`src/rtl/instr_fetch_queue.sv`:
```
// Instruction fetch queue: issues sequential IMEM reads and buffers {word, pc} for decode.
// Define FETCH_BYPASS_EN to let an arriving word skip an empty queue in the same cycle.
module instr_fetch_queue #(
    parameter int unsigned         PC_WIDTH     = 32,
    parameter int unsigned         INSTR_WIDTH  = 32,
    parameter int unsigned         DEPTH        = 4,
    parameter logic [PC_WIDTH-1:0] RESET_VECTOR = 32'h0040_0000
) (
    input  logic                   CLK,
    input  logic                   RST,
    input  logic [PC_WIDTH-1:0]    PC_IN,
    input  logic                   REDIRECT,
    output logic                   IMEM_REQ,
    output logic [PC_WIDTH-1:0]    IMEM_ADDR,
    input  logic [INSTR_WIDTH-1:0] IMEM_RDATA,
    output logic [INSTR_WIDTH-1:0] INSTR_OUT,
    output logic [PC_WIDTH-1:0]    INSTR_PC,
    output logic                   INSTR_VALID,
    input  logic                   INSTR_READY
);

    localparam int unsigned     PtrW     = $clog2(DEPTH);
    localparam int unsigned     CntW     = $clog2(DEPTH + 1);
    localparam logic [CntW-1:0] DepthCnt = CntW'(DEPTH);

    logic [PC_WIDTH-1:0]    fetch_ptr_q, fetch_ptr_d;
    logic [PC_WIDTH-1:0]    req_addr_q, req_addr_d;
    logic                   inflight_q, inflight_d;
    logic [PtrW-1:0]        rd_ptr_q, rd_ptr_d;
    logic [PtrW-1:0]        wr_ptr_q, wr_ptr_d;
    logic [CntW-1:0]        count_q, count_d;
    logic [INSTR_WIDTH-1:0] data_q [DEPTH];
    logic [PC_WIDTH-1:0]    pc_q   [DEPTH];

    logic            issue, resp, head_vld, bypass, push, pop;
    logic [CntW-1:0] occupancy;

    always_comb begin
        // Credit: entries held plus the one word that may still be in flight.
        occupancy = count_q + CntW'(inflight_q);
        issue     = RST & ~REDIRECT & (occupancy < DepthCnt);
        resp      = inflight_q & ~REDIRECT;
        head_vld  = (count_q != '0);
`ifdef FETCH_BYPASS_EN
        bypass    = resp & ~head_vld;
`else
        bypass    = 1'b0;
`endif
        pop       = head_vld & ~REDIRECT & INSTR_READY;
        push      = resp & ~(bypass & INSTR_READY);

        IMEM_REQ    = issue;
        IMEM_ADDR   = RST ? fetch_ptr_q : '0;
        INSTR_VALID = (head_vld | bypass) & ~REDIRECT;
        INSTR_OUT   = '0;
        INSTR_PC    = '0;
        if (head_vld) begin
            INSTR_OUT = data_q[rd_ptr_q];
            INSTR_PC  = pc_q[rd_ptr_q];
        end else if (bypass) begin
            INSTR_OUT = IMEM_RDATA;
            INSTR_PC  = req_addr_q;
        end
    end

    always_comb begin
        fetch_ptr_d = fetch_ptr_q;
        req_addr_d  = req_addr_q;
        inflight_d  = 1'b0;
        rd_ptr_d    = rd_ptr_q;
        wr_ptr_d    = wr_ptr_q;
        count_d     = count_q;
        if (REDIRECT) begin
            // Low two bits are dropped to keep the fetch address word aligned.
            fetch_ptr_d = PC_IN & ~PC_WIDTH'(3);
            rd_ptr_d    = '0;
            wr_ptr_d    = '0;
            count_d     = '0;
        end else begin
            if (issue) begin
                fetch_ptr_d = fetch_ptr_q + PC_WIDTH'(4);
                req_addr_d  = fetch_ptr_q;
            end
            inflight_d = issue;
            if (push) begin
                wr_ptr_d = wr_ptr_q + PtrW'(1);
            end
            if (pop) begin
                rd_ptr_d = rd_ptr_q + PtrW'(1);
            end
            unique case ({push, pop})
                2'b10:   count_d = count_q + CntW'(1);
                2'b01:   count_d = count_q - CntW'(1);
                default: count_d = count_q;
            endcase
        end
    end

    always_ff @(posedge CLK or negedge RST) begin
        if (!RST) begin
            fetch_ptr_q <= RESET_VECTOR;
            req_addr_q  <= '0;
            inflight_q  <= 1'b0;
            rd_ptr_q    <= '0;
            wr_ptr_q    <= '0;
            count_q     <= '0;
        end else begin
            fetch_ptr_q <= fetch_ptr_d;
            req_addr_q  <= req_addr_d;
            inflight_q  <= inflight_d;
            rd_ptr_q    <= rd_ptr_d;
            wr_ptr_q    <= wr_ptr_d;
            count_q     <= count_d;
        end
    end

    always_ff @(posedge CLK or negedge RST) begin
        if (!RST) begin
            for (int i = 0; i < int'(DEPTH); i++) begin
                data_q[i] <= '0;
                pc_q[i]   <= '0;
            end
        end else if (push) begin
            data_q[wr_ptr_q] <= IMEM_RDATA;
            pc_q[wr_ptr_q]   <= req_addr_q;
        end
    end

endmodule

```
`config.mk`:
```
export PLATFORM = sky130hd
export DESIGN_NAME = instr_fetch_queue
export DESIGN_NICKNAME = d
export VERILOG_FILES = /design/src/rtl/instr_fetch_queue.sv
export SDC_FILE = /design/constraint.sdc
export NUM_CORES = 1
export LEC_CHECK = 0
export CAP_MARGIN = 10
export CORE_MARGIN = 2
export CORE_UTILIZATION = 49
export DETAILED_ROUTE_END_ITERATION = 8
export GPL_ROUTABILITY_DRIVEN = 1
export PLACE_DENSITY_LB_ADDON = 0.25
export SLEW_MARGIN = 40
export SYNTH_ARGS = -nofsm -noshare
export SYNTH_HDL_FRONTEND = slang
export SYNTH_SLANG_ARGS = --single-unit
export TNS_END_PERCENT = 100
```
`constraint.sdc`:
```
create_clock -name CLK -period 2.2 [get_ports CLK]
set_input_delay 0.44 -clock CLK [delete_from_list [all_inputs] [get_ports CLK]]
set_output_delay 0.44 -clock CLK [all_outputs]
set_load 0.01 [all_outputs]
```
==> results of run 1 <==
-- report_power, final --
group | internal (mW) | total, mW | switching [mW]
Combinational | 3.81 | 6.01 | 2.20
Sequential | 7.29 | 8.18 | 0.892
Clock | 3.27 | 5.52 | 2.25
-- cells by family after synthesis --
family | share of synthesized area, %
mux | 31.51
flops | 54.42
simple gates | 8.067
buf+inv | 2.152
compound gates | 1.627
xor+xnor | 1.627
fa+ha+maj | 0.5682
other cells | 0.02580
-- flip-flops by register name, indices dropped and copies added, names as in the netlist --
| signal | flops |
|---|---|
| count_q | 3 |
| data_q | 128 |
| fetch_ptr_q | 30 |
| inflight_q | 1 |
| pc_q | 120 |
| rd_ptr_q | 2 |
| req_addr_q | 30 |
| wr_ptr_q | 2 |
-- layer usage --
| layer | vias to the layer above | part of all wire [%] |
|---|---|---|
| met5 | - | 0 |
| met4 | 0 | 1.5 |
| met3 | 38 | 4.4 |
| met2 | 230 | 49 |
| met1 | 4734 | 45 |
| li1 | 4160 | - |
-- through the flow --
stage	power, mW	utilization [%]
after floorplan	11.30	-
after global placement	13.41	58.38
after detailed placement	13.62	58.49
after CTS	19.41	63.00
after global routing	20.78	64.11
final	19.71	64.11
-- synthesized netlist by cell type (7+ instances only) --
cell and instances:
dfrtp_1 315, mux2_2 277, and2_1 89, mux4_2 62, clkbuf_1 57, nand2_1 40, xnor2_1 22, nor2_1 20
nor4_1 13, o21ai_0 13, nand3_1 12, nor3_1 11, buf_1 9, o21ai_1 9, a31oi_1 7
-- path summary, 6_finish.rpt --
| path | start | endpoint | slack (ps) |
|---|---|---|---|
| setup / recovery | rd_ptr_q[0] | INSTR_PC[23] | -370 |
| hold / removal | RST | fetch_ptr_q[28] | 30 |
| setup reg to reg | fetch_ptr_q[7] | fetch_ptr_q[26] | 50 |
| hold reg to reg | pc_q[39] | pc_q[39] | 500 |
| max in group asynchronous | RST | data_q[23] | 840 |
| min in group CLK | RST | inflight_q | 460 |
-- cell type report --
type / instances / area (um2) / area share [%]
repair buffers: 255 / 2735 / 14.51
inverters: 8 / 30.03 / 0.1593
flip-flops and latches: 316 / 7915 / 41.99
multi-input cells: 634 / 6576 / 34.89
clock inverters: 14 / 78.83 / 0.4182
well taps: 390 / 488.0 / 2.589
clock buffers: 48 / 1027 / 5.449
-- layout by cell type (no fill, tap or decap), types with 4 or more instances in the layout --
master           instances
xnor2_1                 21
inv_1                    6
clkdlybuf4s50_1         91
dfrtp_1                312
nand2_4                  4
buf_12                  24
xor2_1                   5
ha_1                     5
mux4_2                  62
clkinv_2                11
nand4_1                  4
or4_1                    4
conb_1                   4
nor3_1                   9
o21ai_1                 10
nor2_1                  20
buf_4                   56
a31oi_1                  6
o31ai_1                  5
and2_4                  49
buf_2                   18
buf_6                   51
nand2_1                 35
mux2_2                 277
and2_1                  40
buf_16                   5
nand3_1                 10
clkbuf_16               37
clkbuf_8                 6
o21ai_0                 12
clkbuf_1                 5
nor4_1                  13
-- repair_timing --
item	4_1_cts	5_1_grt
setup buffers	12	9
gates resized for setup	250	149
pin swaps	23	16
endpoints found under the setup margin	69	73
gates cloned	5	0
hold endpoints to repair	17	0
hold buffers	3	0
-- worst max-delay path, cell delays in order, from the launching register on --
cell and delay [ps]:
dfrtp_4 500, buf_8 150, buf_12 130, buf_12 130, mux4_2 420, and2_4 180
buf_6 110
==> results_dict.tcl, run 1 <==
set metrics [dict create \
    via_per_inst 5.503 \
    grt_remaining_overflow 0 \
    path_clk_slew_ps 60 \
    cts_tree "yes" \
    grt_pass1_wl_um 51920 \
    busiest_layer "met2" \
    final_area_um2 18850 \
    hp-class "in2async" \
    syn_to_final_growth_pct 29.71 \
    relSlewSlack_pct 47.84 \
    antenna_found_initial 0 \
    path_max_fanout 4 \
    met2_usage_pct 34.85 \
    startpoint_type "flip-flop" \
    numClockSinks 316 \
    period_minus_slack_ps 2571 \
    r2r_cells 5 \
    required_ps 1760 \
    cts_root_buf "clkbuf_16" \
    synth_area_um2 14530 \
    setup_viol 62 \
    totalWireLength_um 32130 \
    async_reset_ff_share_pct 100.0 \
    rsz0062_at_grt "true" \
    criticalPathCategory "reg2out" \
    core_um2 29400 \
    hpwl_um 20200 \
    gp_congestion 0.8075 \
    clk_latency_ps 500 \
    leakagePower_nw 8.568 \
    place_ws_ps -261.6 \
    tns_ps -18160 \
    fill_cells 2173 \
    netlist_instances 1026 \
    drive_gt1_share_pct 49.18 \
    dr.pass1.iters 4 \
    die_area_um2 31050 \
    htreeDepth 2 \
    ant_nets 0 \
    nNetsFinal 1324 \
    synth-seq-area-share_pct 54.42 \
    routed-via-count 9162 \
    wire_per_inst_um 19.30 \
    syn_area_per_cell_um2 14.16 \
    grtUsageMet3_pct 3.058 \
    fp-row-count 63 \
    stdcell_count 1665 \
    outcome "finished with violations" \
    synth_edf_count 0 \
    setup_ws_ps -371.4 \
    yosysUniqueCellTypes 43 \
    grt_max_degree 97 \
    synth_seq_cells 316 \
    holdWs_ps 30.89 \
    worstSetupEndpointType "primary output" \
    max_freq_mhz 388.9 \
    drcViolationCount 0 \
    drv_slew 0 \
    drt-initial-drc-count 341 \
    io_pins 166 \
    worstMarginPinSlew_ps 780.8 \
    dp_cells 1579 \
    worstPathArrival_ps 2130 \
    max-clock-path-buffers 3 \
    cts_inserted_buffers 35 \
    min_period_over_period_pct 116.9 \
    violations "setup timing" \
    synth_top_cell_area_share_pct 54.24 \
    max_cap_violations 0 \
    use_met1_pct 29.88 \
    powerDensity_nw_per_um2 1046 \
    grt_pass1_vias 9613 \
    vdd_drop_max_v 0.0004757 \
    ys.flop_type "dfrtp_1" \
    finClkSkew_ps 11.20 \
    die_w_um 176.2 \
    numPortBuffers 159 \
    die_h_um 176.2 \
    place_area_um2 17200 \
    start_util_pct 49.43 \
    synth_area_leaders "dfrtp_1 (54%), mux2_2 (21%), mux4_2 (9.6%)" \
    n_antenna_cell 0 \
    yosys_warnings 0 \
    grt_usage_pct 21.14 \
    yosysTopAreaCell "dfrtp_1" \
    finalHoldViolations 0 \
]
No activity file was read; power rests on OpenSTA's default activity.
==> run 2: changes to the inputs <==
--- a/config.mk
+++ b/config.mk
@@ -10,7 +10,9 @@
 export CORE_UTILIZATION = 49
 export DETAILED_ROUTE_END_ITERATION = 8
 export GPL_ROUTABILITY_DRIVEN = 1
+export MAX_ROUTING_LAYER = met4
 export PLACE_DENSITY_LB_ADDON = 0.25
+export SKIP_LAST_GASP = 1
 export SLEW_MARGIN = 40
 export SYNTH_ARGS = -nofsm -noshare
 export SYNTH_HDL_FRONTEND = slang
==> constraint.sdc (replaced) <==
create_clock -name CLK -period 2.2 [get_ports CLK]
set_input_delay 0.22 -clock CLK [delete_from_list [all_inputs] [get_ports CLK]]
set_output_delay 0.22 -clock CLK [all_outputs]
set_load 0.01 [all_outputs]
==> run 2 against run 1 <==
Effect of this change:
- the run still ends with setup timing left
- flip-flop and latch count stayed put
- critical path depth did not move
- worst hold slack improved by 63 ps
- total power grew 1.4%
- critical endpoint is now INSTR_PC[11]
==> results_dict.tcl, run 2 (same netlist as run 1, synthesis figures left out) <==
set metrics [dict create \
    top_register "data_q" \
    max-clock-path-buffers 3 \
    dr.pass1.iters 5 \
    drcViolationCount 0 \
    clk_latency_ps 510 \
    period_minus_slack_ps 2363 \
    drive_gt1_share_pct 48.74 \
    grt_usage_pct 22.24 \
    ant_nets 0 \
    drt-initial-drc-count 449 \
    dp_cells 1572 \
    powerDensity_nw_per_um2 1055 \
    path_clk_slew_ps 60 \
    setup_viol 56 \
    leakagePower_nw 8.590 \
    wire_per_inst_um 19.54 \
    grt_remaining_overflow 0 \
    io_pins 166 \
    violations "setup timing" \
    grt_pass1_vias 9835 \
    cts_tree "yes" \
    syn_to_final_growth_pct 30.36 \
    n_antenna_cell 0 \
    start_util_pct 49.43 \
    vdd_drop_max_v 0.0005140 \
    worstPathArrival_ps 2140 \
    die_area_um2 31050 \
    fp-row-count 63 \
    setup_ws_ps -163.4 \
    max_stage_delay_ps 510 \
    startpoint_type "flip-flop" \
    required_ps 1980 \
    outcome "finished with violations" \
    layout_commonest_cell "dfrtp_1" \
    finClkSkew_ps 12.27 \
    grt_pass1_wl_um 52890 \
    worstSetupEndpointType "primary output" \
    core_um2 29400 \
    max_cap_violations 0 \
    hpwl_um 20410 \
    crit_path_top_delay_cell "dfrtp_4" \
    reg.largest.list "data_q: 128 flops, pc_q: 120 flops" \
    nNetsFinal 1325 \
    numPortBuffers 159 \
    stdcell_count 1664 \
    criticalPathCategory "reg2out" \
    path_max_fanout 4 \
    worstMarginPinSlew_ps 834.6 \
    gp_congestion 0.8236 \
    die_w_um 176.2 \
    place_ws_ps -111.4 \
    finalHoldViolations 0 \
    final_core_util_pct 64.43 \
    via_per_inst 5.511 \
    cts_inserted_buffers 35 \
    layout_common_cells "dfrtp_1 (313), mux2_2 (277), clkdlybuf4s50_1 (93)" \
    p_total_mw 19.99 \
    numClockSinks 316 \
    totalWireLength_um 32520 \
    min_period_over_period_pct 107.4 \
    routed-via-count 9170 \
    grt_max_degree 103 \
    hp-class "in2async" \
    die_h_um 176.2 \
    relSlewSlack_pct 44.25 \
    cts_root_buf "clkbuf_16" \
    htreeDepth 2 \
    antenna_found_initial 0 \
    largest_reg_flops 128 \
    rsz0062_at_grt "true" \
    drv_slew 0 \
    crit_chain "buf_6 > buf_12 > buf_12 > mux4_2 > and2_4 > buf_6" \
    max_freq_mhz 423.1 \
]
[run 2: path summary, 6_finish.rpt]
kind | startpoint | to | slack, ps | cells after the start
max | rd_ptr_q[0] | INSTR_PC[11] | -160 | 6
min | RST | fetch_ptr_q[30] | 90 | 2
max reg2reg | fetch_ptr_q[9] | fetch_ptr_q[30] | 60 | 5
min reg2reg | data_q[23] | data_q[23] | 500 | 1
max in group asynchronous | RST | data_q[18] | 520 | 5
min in group CLK | PC_IN[22] | fetch_ptr_q[22] | 240 | 3
[run 2: power breakdown]
part	total, mW	internal [mW]	switching (mW)
Sequential	8.22	7.29	0.929
Clock	5.73	3.48	2.25
Combinational	6.04	3.84	2.20
Total	20.0	14.6	5.38
[run 2: cell type report]
type                    instances  area, um2
flip-flops and latches        316       7916
repair buffers                256       2799
multi-input cells             634       6570
fillers                      2201      10460
clock buffers                  52       1072
inverters                       8      30.03
well taps                     390      488.0
clock inverters                 8      68.82
[run 2: worst max-delay path, delay by kind of cell, from the launching register on]
kind / cells / cell delay, ps
buffers and inverters: 4 / 500
multiplexers: 1 / 450
flip-flops: 1 / 510
AND/OR/NAND/NOR: 1 / 180
[run 2: per-layer routing]
| metal | wire length [um] | share of wire [%] | GRT usage [%] |
|---|---|---|---|
| met5 | 0 | 0 | - |
| met4 | 562 | 1.7 | 5.269 |
| met3 | 1251 | 3.8 | 2.864 |
| met2 | 15750 | 48 | 35.26 |
| met1 | 14960 | 46 | 30.97 |
[run 2: timing repair]
item | in CTS | in global routing
setup buffers | 16 | 11
pin swaps | 21 | 12
endpoints found under the setup margin | 66 | 94
resized for setup | 284 | 90
cloned | 3 | 1
endpoints found under the hold margin | 138 | 0
hold buffers | 4 | 0
[run 2: stage by stage]
step                      instance area, um2  setup TNS (ps)  hold WS (ps)
after CTS                              18620           -9437         72.16
after global routing                   18940           -8756         90.49
after global placement                 17130           -7654         24.35
after floorplan                        14540               0        -75.59
final                                  18940           -4817         93.97
after detailed placement               17160          -10750         22.84
==> run 3: changes to the inputs <==
--- a/config.mk
+++ b/config.mk
@@ -5,11 +5,13 @@
 export SDC_FILE = /design/constraint.sdc
 export NUM_CORES = 1
 export LEC_CHECK = 0
+export ABC_AREA = 1
 export CAP_MARGIN = 10
 export CORE_MARGIN = 2
-export CORE_UTILIZATION = 49
+export CORE_UTILIZATION = 50
 export DETAILED_ROUTE_END_ITERATION = 8
 export GPL_ROUTABILITY_DRIVEN = 1
+export HOLD_SLACK_MARGIN = 0.05
 export MAX_ROUTING_LAYER = met4
 export PLACE_DENSITY_LB_ADDON = 0.25
 export SKIP_LAST_GASP = 1
==> run 3 against run 2 <==
Effect of this change:
- the run still ends with setup timing left
- non-clock buffer count decreased by 21
- worst hold slack improved by 40 ps
- register-to-register slack improved by 290 ps
- total power increased by 21%
- critical path type unchanged
- critical endpoint is now INSTR_PC[15]
- highest routed layer unchanged
==> results_dict.tcl, run 3 <==
set metrics [dict create \
    outcome "finished with violations" \
    violations "setup timing" \
    antenna_found_initial 1 \
    grt_pass1_vias 13046 \
    yosysTopAreaCell "dfrtp_1" \
    start_util_pct 50.70 \
    totalWireLength_um 41870 \
    required_ps 1980 \
    ant_nets 0 \
    htreeDepth 2 \
    numPortBuffers 159 \
    worstMarginPinSlew_ps 588.1 \
    path_max_fanout 7 \
    leakagePower_nw 9.170 \
    drive_gt1_share_pct 12.74 \
    period_minus_slack_ps 2255 \
    yosysMostFrequentCell "nand2_1" \
    clk_latency_ps 510 \
    dp_cells 2418 \
    die_w_um 177.4 \
    fp-row-count 63 \
    top_register "data_q" \
    gp_congestion 0.9193 \
    numClockSinks 316 \
    grt_usage_pct 26.74 \
    max-clock-path-buffers 3 \
    synth-seq-area-share_pct 52.63 \
    drt-initial-drc-count 1193 \
    powerDensity_nw_per_um2 1275 \
    max_freq_mhz 443.5 \
    regArea_um2 7914 \
    setup_ws_ps -54.65 \
    io_pins 166 \
    yosysUniqueCellTypes 34 \
    layout_common_cells "nand2_1 (454), dfrtp_1 (313), o21ai_1 (279)" \
    synth_area_um2 15030 \
    grt_pass1_wl_um 65740 \
    drcViolationCount 0 \
    rsz0062_at_grt "true" \
    worstSetupEndpointType "primary output" \
    max_cap_violations 0 \
    stdcell_count 2510 \
    wire_per_inst_um 16.68 \
    path_clk_slew_ps 60 \
    finClkSkew_ps 13.35 \
    criticalPathCategory "reg2out" \
    cts_tree "yes" \
    die_area_um2 31460 \
    startpoint_type "flip-flop" \
    yosys_warnings 0 \
    synth_seq_cells 316 \
    netlist_instances 1941 \
    synth_area_leaders "dfrtp_1 (52%), nand2_1 (11%), o21ai_1 (8.1%)" \
    layout_commonest_cell "nand2_1" \
    core_um2 29640 \
    cts_inserted_buffers 35 \
    grt_max_degree 102 \
    reg.largest.list "data_q: 128 flops, pc_q: 120 flops" \
    min_period_over_period_pct 102.5 \
    dr.pass1.iters 8 \
    syn_to_final_growth_pct 26.44 \
    largest_reg_flops 128 \
    drv_slew 0 \
    ys.flop_type "dfrtp_1" \
    synth_edf_count 0 \
    worstPathArrival_ps 2030 \
    grt_remaining_overflow 0 \
    vdd_drop_max_v 0.0005592 \
    die_h_um 177.4 \
    relSlewSlack_pct 60.79 \
    fill_cells 2495 \
    nNetsFinal 2169 \
    finalHoldViolations 0 \
    syn_area_per_cell_um2 7.742 \
    multi_input_area_um2 6173 \
    routed-via-count 13560 \
    ys_top_cells_by_count "nand2_1 (454), dfrtp_1 (315), nor2_1 (297)" \
    cts_root_buf "clkbuf_16" \
    holdWs_ps 134.4 \
    synth_top_cell_area_share_pct 52.45 \
    setup_viol 8 \
    async_reset_ff_share_pct 100.0 \
    hp-class "in2async" \
    via_per_inst 5.402 \
    hpwl_um 23870 \
    final_core_util_pct 64.11 \
]
==> run 3: cell count changes after synthesis, sizes merged, moves of 88 or more <==
| cell | before | now |
|---|---|---|
| nor2 | 20 | 306 |
| nand2 | 40 | 459 |
| and2 | 89 | 1 |
| o21ai | 22 | 404 |
| inv | 6 | 161 |
| mux2 | 280 | 0 |
==> run 3: metal layers <==
layer | vias to the layer above | wire length [um] | GRT usage (%)
li1 | 6528 | - | -
met1 | 6450 | 18580 | 36.00
met2 | 520 | 19680 | 43.00
met3 | 62 | 2655 | 3.342
met4 | 0 | 956 | 7.582
met5 | - | 0 | -
==> run 3: per-stage QoR <==
step / cell area [um2] / TNS (ps) / worst slack [ps] / power [mW]
after global routing: 19000 / -1719 / -114.6 / 25.73
after global placement: 17200 / 0 / 100.9 / 16.87
final: 19000 / -216.4 / -54.65 / 24.23
after floorplan: 15040 / 0 / 488.6 / 13.43
after CTS: 18700 / -3384 / -231.4 / 23.55
after detailed placement: 17200 / 0 / 92.45 / 17.13
==> run 3: critical path: stages, from the launching register on <==
cell     delay (ps)
dfrtp_4         490
buf_6           150
buf_12          110
buf_16          150
nor2_1           60
nor2_1           90
o21ai_1         100
a21oi_2         200
buf_2           160
==> run 3: power by group <==
group          internal, mW  switching, mW
Clock                  3.58           2.30
Combinational          4.08           5.55
Sequential             7.55           1.16
==> run 3: worst paths after layout <==
kind / from / to / slack, ps / cells past startpoint
min in group CLK: PC_IN[15] / fetch_ptr_q[15] / 280 / 3
min: RST / inflight_q / 130 / 2
min reg2reg: req_addr_q[7] / req_addr_q[7] / 480 / 2
max in group asynchronous: RST / req_addr_q[3] / 1120 / 4
max: rd_ptr_q[0] / INSTR_PC[15] / -50 / 8
max reg2reg: count_q[0] / count_q[2] / 350 / 10
==> run 3: kinds of logic after synthesis <==
group | count (synthesis) | synth area share [%]
and+or+nand+nor | 849 | 22.62
AOI/OAI and AO/OA | 481 | 16.11
DFF | 316 | 52.63
buffers and inverters | 283 | 7.776
adders and majority gates | 6 | 0.5495
xor gates and xnor gates | 5 | 0.2914
other | 1 | 0.02495
==> run 3: timing repair <==
action | CTS | global route
setup endpoints to repair | 63 | 76
setup buffers | 6 | 4
gates cloned | 11 | 10
gates resized for setup | 238 | 135
hold buffers | 1 | 0
pin swaps | 22 | 39
hold endpoints to repair | 84 | 0
==> run 3: layout make-up <==
type / instances / area share (%)
Timing Repair Buffer: 235 / 13.69
Multi-Input combinational cell: 1345 / 32.49
Sequential cell: 316 / 41.65
Timing Repair inverter: 1 / 0.1580
Clock buffer: 55 / 5.650
Inverter: 161 / 3.332
Tap cell: 390 / 2.568
Antenna cell: 1 / 0.01317
Clock inverter: 6 / 0.4543
